### config.mk
export PLATFORM = sky130hd
export DESIGN_NAME = conv1d_ctrl
export DESIGN_NICKNAME = d
export VERILOG_FILES = /design/src/rtl/conv1d_pkg.sv /design/src/rtl/conv1d_vec_mem.sv /design/src/rtl/conv1d_ctrl.sv
export SDC_FILE = /design/constraint.sdc
export NUM_CORES = 1
export LEC_CHECK = 0
export CAP_MARGIN = 20
export CORE_MARGIN = 10
export CORE_UTILIZATION = 59
export DETAILED_ROUTE_END_ITERATION = 16
export PLACE_DENSITY = 0.84
export SLEW_MARGIN = 10
export SYNTH_ARGS = -nofsm -noshare
export SYNTH_HDL_FRONTEND = slang
export SYNTH_SLANG_ARGS = --single-unit
### constraint.sdc
create_clock -name clk -period 7.81 [get_ports clk]
set_input_delay 1.9525 -clock clk [delete_from_list [all_inputs] [get_ports clk]]
set_output_delay 1.9525 -clock clk [all_outputs]
set_load 0.02 [all_outputs]
### src/rtl/conv1d_pkg.sv
// Shared types and sizing helpers for the 1D convolution controller.
// Imported by the controller top and its vector memory.
package conv1d_pkg;

  localparam int DEF_WIDTH = 14;
  localparam int DEF_N = 8;
  localparam int ACC_W = 2 * DEF_WIDTH;
  localparam int CNT_W = $clog2(DEF_N + 1);

  typedef enum logic [2:0] {
    LOAD_W,
    LOAD_X,
    CLEAR,
    ISSUE,
    DRAIN,
    OUTPUT
  } state_t;

  function automatic int cnt_w(input int n);
    return $clog2(n + 1);
  endfunction

  function automatic int addr_w(input int depth);
    return (depth > 1) ? $clog2(depth) : 1;
  endfunction

endpackage

### src/rtl/conv1d_vec_mem.sv
// Small register array: synchronous write, combinational read.
// Holds either the filter weights or the input samples.
module conv1d_vec_mem
  import conv1d_pkg::*;
#(
  parameter int DEPTH = 4,
  parameter int WIDTH = 14,
  localparam int AW = addr_w(DEPTH)
) (
  input  logic             clk,
  input  logic             we,
  input  logic [AW-1:0]    waddr,
  input  logic [WIDTH-1:0] wdata,
  input  logic [AW-1:0]    raddr,
  output logic [WIDTH-1:0] rdata
);

  logic [WIDTH-1:0] mem [DEPTH];

  always_ff @(posedge clk) begin
    if (we) mem[waddr] <= wdata;
  end

  assign rdata = mem[raddr];

endmodule

### src/rtl/conv1d_ctrl.sv
// Loads a filter and a sample vector, then sequences a pipelined
// saturating MAC over every valid output point and streams results.
module conv1d_ctrl
  import conv1d_pkg::*;
#(
  parameter int WIDTH = 14,
  parameter int N = 8,
  parameter int M = 4,
  parameter int MULT_STAGES = 2
) (
  input  logic               clk,
  input  logic               reset,
  input  logic               s_valid,
  output logic               s_ready,
  input  logic [WIDTH-1:0]   s_data,
  output logic [WIDTH-1:0]   mac_a,
  output logic [WIDTH-1:0]   mac_b,
  output logic               mac_enable_mult,
  output logic               mac_en_pipeline_reg,
  output logic               mac_en_acc,
  output logic               mac_clear_acc,
  input  logic [2*WIDTH-1:0] mac_f,
  output logic               m_valid,
  input  logic               m_ready,
  output logic [2*WIDTH-1:0] m_data
);

  localparam int CW = cnt_w(N);
  localparam int WAW = addr_w(M);
  localparam int XAW = addr_w(N);
  localparam int DW = cnt_w(MULT_STAGES + 1);

  state_t state, state_d;

  logic [CW-1:0] wk, xj, i, k;
  logic [DW-1:0] dcnt;
  logic [MULT_STAGES-1:0] vsr;
  logic [MULT_STAGES:0] vd;
  logic v, s_fire, m_fire;
  logic last_w, last_x, last_k;
  logic last_d, last_i;
  logic [WIDTH-1:0] w_rd, x_rd;

  assign s_fire = s_valid && s_ready;
  assign m_fire = m_valid && m_ready;

  assign last_w = wk == CW'(M - 1);
  assign last_x = xj == CW'(N - 1);
  assign last_k = k == CW'(M - 1);
  assign last_d = dcnt == DW'(MULT_STAGES);
  assign last_i = i == CW'(N - M);

  conv1d_vec_mem #(
    .DEPTH(M),
    .WIDTH(WIDTH)
  ) u_w_mem (
    .clk  (clk),
    .we   (s_fire && state == LOAD_W),
    .waddr(WAW'(wk)),
    .wdata(s_data),
    .raddr(WAW'(k)),
    .rdata(w_rd)
  );

  conv1d_vec_mem #(
    .DEPTH(N),
    .WIDTH(WIDTH)
  ) u_x_mem (
    .clk  (clk),
    .we   (s_fire && state == LOAD_X),
    .waddr(XAW'(xj)),
    .wdata(s_data),
    .raddr(XAW'(i + k)),
    .rdata(x_rd)
  );

  always_ff @(posedge clk) begin
    if (reset) state <= LOAD_W;
    else       state <= state_d;
  end

  always_comb begin
    state_d = state;
    s_ready = 1'b0;
    v = 1'b0;
    mac_clear_acc = 1'b0;
    if (!reset) begin
      unique case (state)
        LOAD_W: begin
          s_ready = 1'b1;
          if (s_valid && last_w) state_d = LOAD_X;
        end
        LOAD_X: begin
          s_ready = 1'b1;
          if (s_valid && last_x) state_d = CLEAR;
        end
        CLEAR: begin
          mac_clear_acc = 1'b1;
          state_d = ISSUE;
        end
        ISSUE: begin
          v = 1'b1;
          if (last_k) state_d = DRAIN;
        end
        DRAIN: begin
          if (last_d) state_d = OUTPUT;
        end
        OUTPUT: begin
          if (m_fire) state_d = last_i ? LOAD_W : CLEAR;
        end
        default: state_d = LOAD_W;
      endcase
    end
  end

  // vd[d] is the issue-valid delayed by d cycles
  assign vd = {vsr, v};
  assign mac_enable_mult = v;
  assign mac_en_pipeline_reg = vd[MULT_STAGES-1] && !reset;
  assign mac_en_acc = vd[MULT_STAGES] && !reset;
  assign mac_a = v ? x_rd : '0;
  assign mac_b = v ? w_rd : '0;

  always_ff @(posedge clk) begin
    if (reset) begin
      wk <= '0;
      xj <= '0;
      i <= '0;
      k <= '0;
      dcnt <= '0;
      vsr <= '0;
      m_valid <= 1'b0;
      m_data <= '0;
    end else begin
      vsr <= vd[MULT_STAGES-1:0];
      if (state == LOAD_W && s_fire)
        wk <= last_w ? '0 : wk + 1'b1;
      if (state == LOAD_X && s_fire) begin
        xj <= last_x ? '0 : xj + 1'b1;
        if (last_x) i <= '0;
      end
      if (state == ISSUE)
        k <= last_k ? '0 : k + 1'b1;
      if (state == DRAIN) begin
        dcnt <= last_d ? '0 : dcnt + 1'b1;
        if (last_d) begin
          m_data <= mac_f;
          m_valid <= 1'b1;
        end
      end
      if (m_fire) begin
        m_valid <= 1'b0;
        if (!last_i) i <= i + 1'b1;
      end
    end
  end

endmodule

==> summary.md <==
| Metric | Value |
|---|---|
| Outcome | `completed` |
| Top-Level Pins | `108` |
| Hold Crit Class | `reg2reg` |
| WL/cell | `22.8 um` |
| Post-Route WL | `19,800 um` |
| Mapped cell area | `8760 um^2` |
| LEAKAGE | `~3.5 nW` |
| EDFF count, synth | `168` |
| CP max FO | `18` |
| Main synth FF type | `edfxtp_1` |
| Die ar. | `between 20,000 and 25,000 um^2` |
| Routability congestion estimate | `0.778` |
| DR iter-0 viols | `around 510` |
| Number of global-route vias before repair | `about 5,400` |
| Internal Power | `between 1.5 and 2 mW` |
| Via-to-Cell Ratio | `between 6 and 7` |
| Max-capacitance violation count | `0` |
| Max Freq | `167 MHz` |
| Sequential group share of total power | `0.548` |
| DRC Markers | `0` |
| Antenna viol nets, final | `0` |
| CP endpoint kind | `primary output` |
| Clock share of power | `0.429` |
| NumNets Final | `about 720` |
| Maximum VDD drop | `0.239 mV` |
| Die H | `between 100 and 150 um` |
| Final hold vios | `0` |
| GR Util All Layers | `0.194` |
| Antenna cells | `0` |
| Fraction of layout cells with a size suffix above 1 | `0.143` |
| Clock sinks | `222` |
| RSZ-0062 raised after global routing | `no` |
| Endpoints failing setup | `0` |
| Tmin final | `5970 ps` |
| Vias | `around 5,300` |
| Sequential share of the synthesized area | `0.699` |
| Sum Neg Setup Slack | `0 ps` |
| Max stage delay on crit path | `630 ps` |
| Root buf cell | `clkbuf_16` |
| Fillers | `856` |
| Die width | `142 um` |
| Max_slew headroom | `0.332` |
| DRT Pass-1 Iters | `7` |
| Critical path's slowest cell | `clkdlybuf4s50_1` |
| Largest net degree at the start of global routing | `57` |
| Logic pwr share | `0.024` |
| First-pass GRT wire length | `30,600 um` |
| Count of different cell masters after synthesis | `50` |
| Syn Inst Count | `559` |
| Clock Latency Late Sink | `520 ps` |
| # port buffers | `between 100 and 150` |
| CTS buffer count | `23` |
| Post-CTS sizing | `0` |
| Slew Limit Fails | `0` |
| Commonest cells post-synth | `168 x edfxtp_1, 72 x nand2_1, 54 x dfxtp_1` |
| CP delay by family, top | `buffers and inverters` |
| Starting Density | `0.603` |
| Row cnt | `between 40 and 50` |
| Hold_buf cts | `0` |
| Sw Ratio | `0.195` |
| Syn-to-layout area delta | `22.3%` |
| Clock-pin slew on the worst setup and hold paths | `60 ps` |
| Flops & latches, synth | `222` |
| Average size of a mapped cell | `15.7 um^2` |
| WS Path Type | `in2out` |
| CP Buf/Inv Count | `3` |
| Core Region | `14,500 um^2` |
| Slew at the pin closest to its max-slew limit | `1000 ps` |
| Total grt overflow | `0` |
| Cell Pwr Density | `218 nW/um^2` |
| CP Cell Sequence | `buf_2 -> inv_1 -> nand2_1 -> nor2_1 -> clkdlybuf4s50_1` |
| Post-CTS setup buffer count | `0` |
| Synth area leaders | `edfxtp_1 58%, dfxtp_1 12%, mux4_2 11%` |
| H-tree depth | `1` |
| Post-Route Skew | `13.3 ps` |
| Most common cell in the netlist | `edfxtp_1` |
| CTS tree | `done` |
| Yosys warning count | `0` |
| Detailed Place HPWL | `~12,000 um` |
| Initial antenna violation count | `0` |
| Power, Total | `2.33 mW` |
| P_sw | `0.456 mW` |
| Critical Path AT | `4020 ps` |
| Cell taking the most area after synthesis | `edfxtp_1` |
| Final period util | `0.764` |
| CTS max path bufs | `3` |
| Net Count, Synth | `615` |
| Crit start category | `input port` |
| Synth top area share | `0.576` |
| Critical path required time | `5860 ps` |
| Share of flip-flops with an asynchronous set or reset | `0` |
==> kinds of logic after synthesis <==
group / synth area share
xor+xnor: 0.00700
compound gates: 0.0317
mux: 0.130
buf+inv: 0.0210
fa+ha+maj: 0.0151
simple gates: 0.0959
flops: 0.699
==> worst paths after layout <==
path / from / endpoint / slack (ps) / depth (start not counted)
min reg2reg: m_data[3] / m_data[3] / 460 / 2
min: m_data[3] / m_data[3] / 460 / 2
max reg2reg: state[2] / u_w_mem.mem[1][13] / 5160 / 3
max: reset / mac_a[3] / 1840 / 5
==> placed cells by master, fill, tap and decap left out, types with 6 or more instances in the layout <==
cell type          n
nor2_1            28
clkinv_1           7
a21oi_1           41
dfxtp_1           54
clkdlybuf4s50_1  106
buf_4             10
and3_1            15
clkbuf_16         23
edfxtp_1         168
ha_1               9
nand3_1            6
nand2_1           72
inv_1              9
mux4_2            42
mux2i_1           18
==> cell type report <==
cell class	count	area (um^2)	share of cell area
multi-input cells	295	2480	0.232
clock inverters	14	101	0.00946
clock buffers	28	594	0.0555
flip-flops and latches	222	6130	0.572
well taps	184	230	0.0215
inverters	9	33.8	0.00315
repair buffers	117	1140	0.107
==> worst reg2reg max path: cells and delay by family, from the launching register on <==
| kind | cells | cell delay (ps) |
|---|---|---|
| and+or+nand+nor | 3 | 1850 |
| DFF | 1 | 440 |
==> metrics by stage <==
stage,setup slack [ps],utilization,area (um^2),hold WS [ps],cells
2_1_floorplan,2770,-,8760,430,559
3_3_place_gp,2000,0.689,10000,442,827
3_5_place_dp,1890,0.689,10000,449,827
4_1_cts,1870,0.737,10700,459,869
5_1_grt,1700,0.737,10700,478,869
6_report,1840,0.737,10700,458,869
==> routing by layer <==
metal | vias up | global-route usage | wire length [um]
li1 | 2327 | - | -
met1 | 2614 | 0.238 | 7330
met2 | 275 | 0.332 | 10300
met3 | 51 | 0.0367 | 1560
met4 | 0 | 0.0780 | 633
met5 | - | 0 | 0
==> state kept, by name, summed over array words and instances, names as in the netlist, named ones only <==
| name | count |
|---|---|
| u_x_mem.mem | 112 |
| u_w_mem.mem | 56 |
| m_data | 28 |
| k | 4 |
| wk | 4 |
| xj | 4 |
| i | 3 |
| state | 3 |
| dcnt | 2 |
| vsr | 2 |
| m_valid | 1 |
==> power by group through the flow <==
stage                     Clock [mW]  Sequential (mW)  Combinational [mW]
after floorplan                    0             1.30              0.0156
after global placement             0             1.30              0.0523
after detailed placement           0             1.30              0.0550
after CTS                       1.01             1.28              0.0554
after global routing            1.06             1.28              0.0596
final                           1.00             1.28              0.0554
Note: power is estimated with default switching activity, not from simulation.
